### src/rtl/pbit_gibbs_sampler.sv
// Gibbs-style p-bit update stage: sweeps nodes one per cycle, maps the gate
// activation through a sigmoid LUT and samples each bit against a Galois LFSR.

module pbit_cell (
  input  logic clk,
  input  logic rst,
  input  logic upd,
  input  logic clamp_en,
  input  logic clamp_val,
  input  logic smp,
  output logic q
);
  always_ff @(posedge clk) begin
    if (rst)      q <= 1'b0;
    else if (upd) q <= clamp_en ? clamp_val : smp;
  end
endmodule

module pbit_gibbs_sampler #(
  parameter int              N_NODES = 4,
  parameter int              IDX_W   = 2,
  parameter int              LFSR_W  = 16,
  parameter logic [LFSR_W-1:0] SEED  = 16'hACE1
) (
  input  logic               clk,
  input  logic               rst,
  input  logic               start,
  input  logic [7:0]         num_sweeps,
  input  logic [1:0]         beta_shift,
  input  logic [N_NODES-1:0] clamp_en,
  input  logic [N_NODES-1:0] clamp_val,
  input  logic [3:0]         act_in,
  output logic [IDX_W-1:0]   node_sel,
  output logic [N_NODES-1:0] state,
  output logic               busy,
  output logic               done,
  output logic [7:0]         sweep_cnt
);
  typedef enum logic [1:0] {IDLE, SAMPLE, DONE} fsm_t;
  typedef struct packed {
    logic [7:0] target;
    logic [1:0] beta;
  } run_cfg_t;

  fsm_t              fsm_q, fsm_d;
  run_cfg_t          cfg_q;
  logic [LFSR_W-1:0] lfsr_q, lfsr_nxt;
  logic signed [7:0] act_ext, scaled_w;
  logic signed [3:0] scaled_sat;
  logic [3:0]        lut_idx;
  logic [7:0]        prob, rnd;
  logic              smp_bit, sampling, last_node, last_sweep;

  // Widen before shifting so |act|*8 cannot wrap before saturation.
  assign act_ext  = {{4{act_in[3]}}, act_in};
  assign scaled_w = act_ext <<< cfg_q.beta;

  always_comb begin
    scaled_sat = scaled_w[3:0];
    if (scaled_w > 8'sd7)       scaled_sat = 4'sd7;
    else if (scaled_w < -8'sd8) scaled_sat = -4'sd8;
  end

  // Offset-binary index: x+8 is the signed value with its MSB flipped.
  assign lut_idx = {~scaled_sat[3], scaled_sat[2:0]};

  always_comb begin
    prob = 8'd0;
    case (lut_idx)
      4'd0:  prob = 8'd0;
      4'd1:  prob = 8'd0;
      4'd2:  prob = 8'd1;
      4'd3:  prob = 8'd2;
      4'd4:  prob = 8'd5;
      4'd5:  prob = 8'd12;
      4'd6:  prob = 8'd30;
      4'd7:  prob = 8'd69;
      4'd8:  prob = 8'd128;
      4'd9:  prob = 8'd187;
      4'd10: prob = 8'd225;
      4'd11: prob = 8'd244;
      4'd12: prob = 8'd251;
      4'd13: prob = 8'd254;
      4'd14: prob = 8'd255;
      4'd15: prob = 8'd255;
      default: prob = 8'd0;
    endcase
  end

  assign rnd        = lfsr_q[7:0];
  assign smp_bit    = rnd < prob;
  assign lfsr_nxt   = lfsr_q[0] ? ((lfsr_q >> 1) ^ LFSR_W'(16'hB400)) : (lfsr_q >> 1);
  assign sampling   = (fsm_q == SAMPLE);
  assign last_node  = (node_sel == IDX_W'(N_NODES-1));
  assign last_sweep = last_node && ((sweep_cnt + 8'd1) == cfg_q.target);
  assign busy       = sampling;
  assign done       = (fsm_q == DONE);

  always_ff @(posedge clk) begin
    if (rst) fsm_q <= IDLE;
    else     fsm_q <= fsm_d;
  end

  always_comb begin
    fsm_d = fsm_q;
    case (fsm_q)
      IDLE:    if (start) fsm_d = (num_sweeps != 8'd0) ? SAMPLE : DONE;
      SAMPLE:  if (last_sweep) fsm_d = DONE;
      DONE:    fsm_d = IDLE;
      default: fsm_d = IDLE;
    endcase
  end

  always_ff @(posedge clk) begin
    if (rst) begin
      cfg_q     <= '0;
      node_sel  <= '0;
      sweep_cnt <= 8'd0;
      lfsr_q    <= SEED;
    end else begin
      case (fsm_q)
        IDLE: if (start) begin
          sweep_cnt <= 8'd0;
          node_sel  <= '0;
          if (num_sweeps != 8'd0) cfg_q <= '{target: num_sweeps, beta: beta_shift};
        end
        SAMPLE: begin
          lfsr_q <= lfsr_nxt;
          if (last_node) begin
            node_sel  <= '0;
            sweep_cnt <= sweep_cnt + 8'd1;
          end else begin
            node_sel  <= node_sel + IDX_W'(1);
          end
        end
        default: ;
      endcase
    end
  end

  for (genvar k = 0; k < N_NODES; k++) begin : g_cell
    pbit_cell u_cell (
      .clk       (clk),
      .rst       (rst),
      .upd       (sampling && (node_sel == IDX_W'(k))),
      .clamp_en  (clamp_en[k]),
      .clamp_val (clamp_val[k]),
      .smp       (smp_bit),
      .q         (state[k])
    );
  end
endmodule

### config.mk
export PLATFORM = sky130hd
export DESIGN_NAME = pbit_gibbs_sampler
export DESIGN_NICKNAME = d
export VERILOG_FILES = /design/src/rtl/pbit_gibbs_sampler.sv
export SDC_FILE = /design/constraint.sdc
export NUM_CORES = 1
export LEC_CHECK = 0
export CAP_MARGIN = 10
export CORE_MARGIN = 2
export CORE_UTILIZATION = 50
export CTS_BUF_LIST = sky130_fd_sc_hd__clkbuf_8
export DETAILED_ROUTE_END_ITERATION = 10
export PLACE_DENSITY = 0.81
export SLEW_MARGIN = 15
export SYNTH_ARGS = -nofsm -noshare
export SYNTH_HDL_FRONTEND = slang
export SYNTH_SLANG_ARGS = --single-unit
export TNS_END_PERCENT = 10
### constraint.sdc
create_clock -name clk -period 2.55 [get_ports clk]
set_clock_uncertainty 0.05 [all_clocks]
set_input_delay 0.255 -clock clk [delete_from_list [all_inputs] [get_ports clk]]
set_output_delay 0.255 -clock clk [all_outputs]
set_load 0.01 [all_outputs]
After elaboration in Yosys (flattened, before gate mapping):

Memories as Yosys holds them, arrays and structs flattened.
Cells that the tools add are included.

* flip-flop bits (word level): 42
* ROM bits: 128
* output and inout bits: 16
* memories kept: 1

* add/sub/neg operators: 2
* order comparisons: 3
* equality and inequality tests: 9
* shifts and indexed selects: 1
* mux-type cells: 17
* bitwise logic cells: 2
* reduce and logical (&&, ||, !) cells: 13

Memories
* (no name shown): words 16, bits a word 8, rd ports 1, clocked after memory_dff 0, write ports 0, RTL line 69 `case (lut_idx)`

Operators by type and width (count)
* two-way mux 16 bit: 1
* two-way mux 8 bit: 2
* one-hot mux 8 bit (2 select lines): 1
* two-way mux 2 bit: 5
* adder 8 x 1 -> 8 bit, second input constant: 1
* equality test 8 bit: 1
* greater-than comparator 8 x 4 -> 1 bit, second input constant: 1
* < comparator 8 x 4 -> 1 bit, second input constant: 1
* < comparator 8 bit: 1
* two-way mux 4 bit: 2
* one-hot mux 2 bit (2 select lines): 2
* nonzero test 8 bit: 1
* <<< shifter 4 x 2 -> 8 bit: 1
* equality test 2 bit, second input constant: 3
* AND reduction 3 bit: 2
* logical AND 1 bit: 5
* equality test 2 x 1 -> 1 bit, second input constant: 2
* logical NOT 2 bit: 2
* two-way mux 1 bit: 4
* inequality test 2 x 1 -> 1 bit, second input constant: 2
* inverter 3 -> 4 bit: 1
* AND reduction 2 bit: 2
* adder 2 x 1 -> 2 bit, second input constant: 1
* inequality test 2 bit, second input constant: 1
* 2 further kinds: 2

Depth between registers and ports, before layout:

Gate-level depths: netlist of run 1.
An unclocked memory read counts as a cell.

* depth in word-level cells: 8
* depth in mapped cells: 15
* gate-level depth less buffers: 14

By module:

A second synthesis of run 1 with hierarchy kept.

* cells, all modules: 316
* area, all modules: 2538.7 um^2

Modules (own cells, without submodules)
* pbit_gibbs_sampler: times used 1, cells each 300, area each 2353.5 um^2, sequential area each 760.7 um^2
* pbit_cell: times used 4, cells each 4, area each 46.3 um^2, sequential area each 20.0 um^2

Worst setup path before layout of run 1:

Ideal clock, no wire load.

* path type: register to register
* from: register cfg_q[1] in the netlist's numbering
* to: register g_cell[0].u_cell.q
* setup time: 131 ps
* arrival: 2408 ps
* slack: -39 ps
* cell stages (with the launch flop): 15
* buffers on the path: 1
* cell sequence: dfxtp_1 -> buf_4 -> a21oi_1 -> o21ai_0 -> a22o_1 -> ha_1 -> nor2_1 -> o21ai_0 -> o41ai_1 -> ha_1 -> o21a_1 -> o21ai_0 -> a211o_1 -> a32oi_2 -> o22ai_1

* word-level cells in the longest chain between the ends: 8
* elaborated cells on any way between the ends: 9
* classes of those cells: order compare: 3; shift: 1; mux: 3; bitwise: 1; memory: 1

RTL lines
* from (decl): RTL line 46 `run_cfg_t cfg_q;`
* from (signal assigned): RTL line 125 `if (num_sweeps != 8'd0) cfg_q <= '{target: num_sweeps, beta: beta_shift};`
* <<< shifter 4 x 2 -> 8 bit *: RTL line 56 `assign scaled_w = act_ext <<< cfg_q.beta;`
* < comparator 8 x 4 -> 1 bit: RTL line 61 `else if (scaled_w < -8'sd8) scaled_sat = -4'sd8;`
* two-way mux 4 bit: RTL line 61
* two-way mux 4 bit *: RTL line 60 `if (scaled_w > 8'sd7) scaled_sat = 4'sd7;`
* inverter 1 bit: RTL line 65 `assign lut_idx = {~scaled_sat[3], scaled_sat[2:0]};`
* memory read (16 x 8 bit) *
* < comparator 8 bit *: RTL line 91 `assign smp_bit = rnd < prob;`
* two-way mux 1 bit *: RTL line 15 `else if (upd) q <= clamp_en ? clamp_val : smp;`
* to (signal assigned): RTL line 15
* to (decl): RTL line 11 `output logic q`

Every way passes the cells marked *; elsewhere a longest branch is shown, timed or not.
A chain may end at the register's enable or synchronous reset.

Worst setup path in the final report of run 1:

* from: register cfg_q[1] in the netlist's numbering
* to: register g_cell[1].u_cell.q

* word-level cells in the longest chain between the ends: 8
* elaborated cells on any way between the ends: 9
* classes of those cells: order compare: 3; shift: 1; mux: 3; bitwise: 1; memory: 1

RTL lines (RTL line)
* <<< shifter 4 x 2 -> 8 bit *: 56
* < comparator 8 x 4 -> 1 bit: 61
* two-way mux 4 bit: 61
* two-way mux 4 bit *: 60
* inverter 1 bit: 65
* memory read (16 x 8 bit) *
* < comparator 8 bit *: 91
* two-way mux 1 bit *: 15
* to (signal assigned): 15
* to (decl): 11

Marked as above.

==> Implementation_results.wiki, run 1 <==
{| class="wikitable"
! Metric !! Value
|-
| Number of violations of the max-capacitance limit || 0
|-
| Multiplexer fraction of the synthesized cell area || 3.891%
|-
| RSZ-0062 raised after global routing || yes
|-
| Maximum level of the CTS H-tree || 2
|-
| Result of the run || complete, but fails checks
|-
| Static power due to leakage || 1.335 nW
|-
| Area growth syn-to-layout || 29.82%
|-
| Placement Cell Area || 3162 um2
|-
| Dpl hpwl || 4558 um
|-
| Share of synthesized area occupied by flip-flops and latches || 32.68%
|-
| Length of the first detailed-routing pass in iterations || 4
|-
| Number of enable-type register cells in the synthesized netlist || 0
|-
| Gpl congestion || 0.8700
|-
| Count of unique library cells instantiated by Yosys || 48
|-
| Final Setup Violations || 4
|-
| GRT Total Usage || 23.22%
|-
| Clock tree from TritonCTS || yes
|-
| Via-per-instance ratio || 5.676
|-
| DRC viols || 0
|-
| Die Footprint || 5735 um2
|-
| Ys Warns || 0
|-
| Maximum net fanout on the critical path || 6
|-
| Worst-case clock buffer depth || 2
|-
| Post-route worst setup slack || -0.1008 ns
|-
| Complex-gate fraction of the synthesized area || 22.03%
|-
| FFs w/ async S/R, synth || 0%
|-
| Number of sinks handled by clock tree synthesis || 42
|-
| Slew Limit Fails || 0
|-
| Global-route layer with the greatest usage || met2
|-
| Violations in the final reports || negative setup slack
|-
| Final nets || 419
|-
| Insertion delay of the later-clocked pin in the worst-skew pair || 0.29 ns
|-
| Final Instance Area || 3339 um2
|-
| Syn Nets || 366
|-
| Area fraction of the dominant cell type after synthesis || 32.68%
|-
| Transition time at the pin with the least slew margin || 0.6310 ns
|-
| Post-CTS clock slew at the launch and capture registers of the worst setup and hold paths || 0.08 ns
|-
| Vias in the first global route || 2337
|-
| Tcrit/Tclk final || 104.0%
|-
| Root buffer cell || sky130_fd_sc_hd__clkbuf_8
|-
| Maximum operating frequency || 377.2 MHz
|-
| Smallest hold slack || 0.4051 ns
|-
| Routed vias || 2560
|-
| Adder-cell share of the synthesized area || 6.809%
|-
| Post-synthesis cell type with the largest combined area || sky130_fd_sc_hd__dfxtp_1
|-
| Category of the critical setup timing path || reg2reg
|-
| Violation count after the first detailed-routing iteration || 204
|-
| Layout cell share with drive strength beyond 1 || 14.17%
|-
| Antenna violations before repair || 0
|-
| Synth top area cells || sky130_fd_sc_hd__dfxtp_1 33%, sky130_fd_sc_hd__ha_1 6.8%, sky130_fd_sc_hd__a21oi_1 5.8%
|-
| Die width || 75.73 um
|-
| Site Rows || 26
|-
| Count of hold buffers inserted by post-cts repair || 0
|-
| Final antenna-violating net count || 0
|-
| Most common cell in the netlist || sky130_fd_sc_hd__dfxtp_1
|-
| Per-cell routed wire length || 13.94 um
|-
| Die extent in y || 75.73 um
|-
| Clock period minus worst slack || 2.651 ns
|-
| Met1 usage in global routing || 30.83%
|-
| Synth top cells by count || 42 x sky130_fd_sc_hd__dfxtp_1, 38 x sky130_fd_sc_hd__nand2_1, 30 x sky130_fd_sc_hd__a21oi_1, 26 x sky130_fd_sc_hd__nor2_1, 17 x sky130_fd_sc_hd__o21ai_0
|-
| Worst vdd rail ir drop || 0.3205 mV
|-
| Main combinational cell family by area after synthesis || simple AND/OR/NAND/NOR gates
|-
| Type of element launching the critical path || flip-flop
|-
| Synthesized-area fraction occupied by xor and xnor cells || 4.086%
|-
| Number of placed instances with taps included || 440
|-
| Inserted Clock Buffers || 5
|-
| Worst EP required || 2.67 ns
|-
| Number of I/O pins || 41
|-
| Global-route wire length before repair || 10340 um
|-
| Kind of path behind the tightest hold check || reg2reg
|-
| Post-route non-filler standard cell count || 451
|-
| Congestion Overflow GR || 0
|-
| Endpoint arrival time on the critical path || 2.77 ns
|-
| Fraction of met2 tracks used by global routing || 37.87%
|-
| Synthesized area divided by synthesized cell count || 7.867 um2
|-
| Power density over the cells || 499.3 nW/um2
|-
| Synth Flop Type || sky130_fd_sc_hd__dfxtp_1
|-
| Register bit count reported by yosys || 42
|-
| Number of antenna diodes || 0
|-
| Area of the core || 5042 um2
|-
| Post-Synthesis Cells || 327
|-
| Relative max-transition margin || 57.94%
|-
| Type of destination of the critical path || flip-flop
|-
| Effective utilization at floorplan || 51.02%
|-
| Synthesized cell area || 2572 um2
|-
| Final hold vios || 0
|-
| Largest net degree at the start of global routing || 20
|-
| Total of buffers placed on input and output ports || 40
|-
| Routed Wire Length || 6289 um
|-
| Met3 track demand over resource in global routing || 5.291%
|-
| Simple logic cell fraction of the synthesized area || 23.64%
|}
-- area by class of cell --
cell class                      count  area [um2]
Timing Repair Buffer               73       648.1
Fill cell                         429        1703
Clock inverter                      3       41.29
Multi-Input combinational cell    245        1597
Clock buffer                        5       68.82
Tap cell                           70       87.58
Inverter                           13       48.80
Sequential cell                    42       848.3
-- stage by stage --
step	setup WS (ns)	total power, W	util, %	TNS [ns]
floorplan	0.004693	0.0009877	-	0
global placement	-0.5086	0.001129	62.70	-2.031
detailed placement	-0.6263	0.001141	62.70	-2.462
CTS	-0.1030	0.001664	65.61	-0.2759
global route	-0.2583	0.001758	66.23	-0.9506
finish	-0.1008	0.001668	66.23	-0.3683
-- metal layers --
layer,vias to the layer above,wire length [um],part of all wire [%]
met4,0,58,0.92
met3,8,296,4.7
met2,81,3055,49
met1,1200,2879,46
li1,1271,-,-
met5,-,0,0
-- repair_timing --
action / 4_1_cts / 5_1_grt
resized for setup: 14 / 10
endpoints found under the setup margin: 4 / 4
buffers inserted: 3 / 0
pin swaps: 3 / 4
-- path summary, 6_finish.rpt --
path / cells after the start / endpoint / from / slack [ns]
worst max-delay path: 11 / g_cell[1].u_cell.q / cfg_q[1] / -0.10
worst min-delay path: 2 / lfsr_q[8] / lfsr_q[9] / 0.41
worst max register to register: 11 / g_cell[1].u_cell.q / cfg_q[1] / -0.10
worst min register to register: 2 / lfsr_q[8] / lfsr_q[9] / 0.41
-- flip-flops by register name (all words and copies together) (netlist names) --
signal and count:
fsm_q 2, sweep_cnt 8, node_sel 2, cfg_q 10, lfsr_q 16, g_cell.u_cell.q 4
-- cells by family (layout without fill, tap and decap cells) --
logic type      Yosys count  in the layout
simple gates            121            121
compound gates           88             88
flops                    42             42
buf+inv                  40             94
fa+ha+maj                14             14
xor+xnor                 12             12
mux                      10             10
-- worst max-delay path: stages (launching register included) --
cell	delay [ns]
sky130_fd_sc_hd__dfxtp_4	0.39
sky130_fd_sc_hd__buf_6	0.13
sky130_fd_sc_hd__nor2_2	0.03
sky130_fd_sc_hd__a22o_1	0.26
sky130_fd_sc_hd__or3_1	0.35
sky130_fd_sc_hd__a22o_1	0.20
sky130_fd_sc_hd__ha_1	0.28
sky130_fd_sc_hd__o21a_1	0.11
sky130_fd_sc_hd__o21ai_1	0.05
sky130_fd_sc_hd__a211o_1	0.26
sky130_fd_sc_hd__a32oi_2	0.29
sky130_fd_sc_hd__o22ai_1	0.12
-- cells in the final DEF, fill, tap and decap left out, drive strengths merged, types with 5 or more instances in the layout --
master	instances
a21boi	5
a21oi	30
buf	33
clkbuf	5
clkdlybuf4s50	36
dfxtp	42
ha	14
inv	13
mux2i	10
nand2	38
nand3	14
nand4	6
nor2	26
nor2b	7
o21ai	18
xnor2	8
-- power breakdown --
group | leakage [nW] | switching [W] | total, W | internal, W
Clock | 0.0556 | 0.000233 | 0.000521 | 0.000288
Sequential | 0.345 | 0.0000375 | 0.000734 | 0.000696
Combinational | 0.934 | 0.000204 | 0.000413 | 0.000208
Power figures use the tool's default switching activity.
==> inputs of run 2 (changes only) <==
--- a/config.mk
+++ b/config.mk
@@ -9,6 +9,7 @@
 export CORE_MARGIN = 2
 export CORE_UTILIZATION = 50
 export CTS_BUF_LIST = sky130_fd_sc_hd__clkbuf_8
+export CTS_CLUSTER_SIZE = 25
 export DETAILED_ROUTE_END_ITERATION = 10
 export PLACE_DENSITY = 0.81
 export SLEW_MARGIN = 15
==> results of run 2 <==
No change in the layout: final DEF, timing and power equal those of run 1.
==> inputs of run 3 (changes only) <==
--- a/config.mk
+++ b/config.mk
@@ -6,13 +6,13 @@
 export NUM_CORES = 1
 export LEC_CHECK = 0
 export CAP_MARGIN = 10
-export CORE_MARGIN = 2
+export CORE_MARGIN = 4
 export CORE_UTILIZATION = 50
 export CTS_BUF_LIST = sky130_fd_sc_hd__clkbuf_8
 export CTS_CLUSTER_SIZE = 25
 export DETAILED_ROUTE_END_ITERATION = 10
-export PLACE_DENSITY = 0.81
-export SLEW_MARGIN = 15
+export PLACE_DENSITY = 0.78
+export SLEW_MARGIN = 20
 export SYNTH_ARGS = -nofsm -noshare
 export SYNTH_HDL_FRONTEND = slang
 export SYNTH_SLANG_ARGS = --single-unit
==> constraint.sdc (replaced) <==
create_clock -name clk -period 3.4 [get_ports clk]
set_clock_uncertainty 0.05 [all_clocks]
set_input_delay 0.34 -clock clk [delete_from_list [all_inputs] [get_ports clk]]
set_output_delay 0.34 -clock clk [all_outputs]
set_load 0.01 [all_outputs]
==> Implementation_results.wiki, run 3 (synthesis gave the netlist of run 1 again) <==
{| class="wikitable"
! Metric !! Value
|-
| Clock tree from TritonCTS || yes
|-
| Die extent in y || 79.73 um (+5.3%)
|-
| Final nets || 395 (-5.7%)
|-
| Transition time at the pin with the least slew margin || 0.5966 ns (-0.03441 ns)
|-
| Routed Wire Length || 5851 um (-7.0%)
|-
| Total power consumption of the routed design || 0.001150 W (-31%)
|-
| Worst-case clock buffer depth || 2 (unchanged)
|-
| Maximum net fanout on the critical path || 8 (+2)
|-
| Kind of path behind the tightest hold check || reg2reg
|-
| Final Setup Violations || 0 (-4)
|-
| Relative max-transition margin || 60.15% (+2.2 points)
|-
| Power density over the cells || 372.3 nW/um2 (-25%)
|-
| Count of instances resized after the clock tree is built || 0 (-14)
|-
| Post-CTS clock slew at the launch and capture registers of the worst setup and hold paths || 0.08 ns (about the same)
|-
| Layout cell share with drive strength beyond 1 || 5.322% (-8.9 points)
|-
| Effective utilization at floorplan || 53.06% (+2.0 points)
|-
| Static power due to leakage || 1.200 nW (-10%)
|-
| Post-route non-filler standard cell count || 424 (-6.0%)
|-
| Clock period minus worst slack || 3.093 ns
|-
| RSZ-0062 raised after global routing || no
|-
| Per-cell routed wire length || 13.80 um (-1.0%)
|-
| Commonest non-fill, non-tap cell in the layout || sky130_fd_sc_hd__dfxtp_1
|-
| Layout Utilization || 63.69% (-2.5 points)
|-
| Commonest cells after routing, fill and taps aside || 42 x sky130_fd_sc_hd__dfxtp_1, 40 x sky130_fd_sc_hd__clkdlybuf4s50_1, 38 x sky130_fd_sc_hd__nand2_1
|-
| GRT Total Usage || 19.45% (-3.8 points)
|-
| Die Footprint || 6357 um2 (+11%)
|-
| Largest net degree at the start of global routing || 23 (+15%)
|-
| Die width || 79.73 um (+5.3%)
|-
| Insertion delay of the later-clocked pin in the worst-skew pair || 0.29 ns (about the same)
|-
| Count of hold buffers inserted by post-cts repair || 0 (unchanged)
|-
| Number of antenna diodes || 0 (unchanged)
|-
| Area growth syn-to-layout || 20.04%
|-
| Worst EP required || 3.52 ns (+0.85 ns)
|-
| Routed vias || 2411 (-5.8%)
|-
| Slew Limit Fails || 0 (unchanged)
|-
| Inserted Clock Buffers || 5 (unchanged)
|-
| Dpl hpwl || 4464 um (-2.1%)
|-
| Worst vdd rail ir drop || 0.2411 mV (-25%)
|-
| Vias in the first global route || 2323 (-0.60%)
|-
| DRC viols || 0 (unchanged)
|-
| Flip-flop count of the largest register, all copies and words added || 16 (unchanged)
|-
| Endpoint arrival time on the critical path || 3.22 ns (+0.45 ns)
|-
| Site Rows || 25 (-3.8%)
|-
| Total of buffers placed on input and output ports || 40 (unchanged)
|-
| Final antenna-violating net count || 0 (unchanged)
|-
| Number of sinks handled by clock tree synthesis || 42 (unchanged)
|-
| Antenna violations before repair || 0 (unchanged)
|-
| Area of the core || 4848 um2 (-3.8%)
|-
| Final hold vios || 0 (unchanged)
|-
| Length of the first detailed-routing pass in iterations || 4 (unchanged)
|-
| Type of element launching the critical path || primary input
|-
| Number of placed instances with taps included || 416 (-5.5%)
|-
| Tcrit/Tclk final || 90.96%
|-
| Type of destination of the critical path || flip-flop
|-
| Maximum operating frequency || 323.3 MHz
|-
| Via-per-instance ratio || 5.686 (+0.18%)
|-
| Category of the critical setup timing path || in2reg
|-
| Root buffer cell || sky130_fd_sc_hd__clkbuf_8
|-
| Register containing the most flip-flops in the final layout || lfsr_q
|-
| Leading registers by flop count || lfsr_q x16, cfg_q x10, sweep_cnt x8
|-
| Result of the run || complete, no violations
|-
| Violation count after the first detailed-routing iteration || 172 (-16%)
|-
| Total negative slack || 0 ns (+0.3683 ns)
|-
| Global-route wire length before repair || 10030 um (-3.1%)
|-
| Number of I/O pins || 41 (unchanged)
|-
| Congestion Overflow GR || 0 (unchanged)
|-
| Post-CTS Setup Repair Bufs || 0 (-3)
|-
| Number of violations of the max-capacitance limit || 0 (unchanged)
|-
| Gpl congestion || 0.8694 (about the same)
|-
| Maximum level of the CTS H-tree || 2 (unchanged)
|}
==> run 3: cell types whose count changed in the layout (fill, tap and decap cells not counted), sizes merged <==
cell and change:
buf -24, clkdlybuf4s50 +4, dlygate4sd2 -3, bufinv -1, clkbuf +1, clkdlybuf4s15 -1
clkinv +1, clkinvlp -1
==> run 3: power breakdown <==
| part | leakage, nW | switching [W] | internal, W |
|---|---|---|---|
| combinational | 0.804 | 0.000137 | 0.000127 |
| sequential | 0.344 | 0.0000297 | 0.000523 |
| clock | 0.0524 | 0.000173 | 0.000161 |
| total | 1.20 | 0.000339 | 0.000810 |
==> run 3: final cells by class <==
| class | count | area [um2] |
|---|---|---|
| clock buffers | 6 | 82.58 |
| fillers | 433 | 1760 |
| flip-flops and latches | 42 | 840.8 |
| multi-input cells | 245 | 1555 |
| well taps | 67 | 83.83 |
| repair buffers | 49 | 467.9 |
| inverters | 13 | 48.80 |
| clock inverters | 2 | 8.758 |
==> run 3: path summary, 6_finish.rpt <==
check,startpoint,end,slack (ns),cells past startpoint
worst min register to register,lfsr_q[10],lfsr_q[9],0.40,2
worst max register to register,cfg_q[1],g_cell[0].u_cell.q,0.36,13
worst max-delay path,act_in[0],g_cell[0].u_cell.q,0.31,14
worst min-delay path,lfsr_q[10],lfsr_q[9],0.40,2
==> run 3: stage by stage <==
stage                     instance area, um2  hold slack (ns)  worst slack, ns
final                                   3088           0.4033           0.3073
after detailed placement                2997           0.4046          0.02181
after floorplan                         2572           0.3821           0.7472
after CTS                               3088           0.4118           0.3281
after global placement                  2997           0.3916           0.1718
after global routing                    3088           0.4456          0.04169
==> run 3: layer usage <==
metal	part of all wire (%)	global-route usage [%]	wire, um
met5	0	0	0
met2	50	34.39	2901
met4	1.9	7.095	110
met3	3.7	3.499	217
met1	45	23.39	2621
==> run 3: critical path, cell delays in order <==
cell and delay [ns]:
sky130_fd_sc_hd__clkdlybuf4s50_1 0.60, sky130_fd_sc_hd__a21oi_1 0.10, sky130_fd_sc_hd__o21ai_0 0.16, sky130_fd_sc_hd__a22o_1 0.25, sky130_fd_sc_hd__ha_1 0.23, sky130_fd_sc_hd__nor2_1 0.06, sky130_fd_sc_hd__o21ai_0 0.14, sky130_fd_sc_hd__o41ai_1 0.11
sky130_fd_sc_hd__ha_1 0.31, sky130_fd_sc_hd__o21a_1 0.11, sky130_fd_sc_hd__o21ai_0 0.07, sky130_fd_sc_hd__a211o_1 0.31, sky130_fd_sc_hd__a32oi_2 0.30, sky130_fd_sc_hd__o22ai_1 0.13
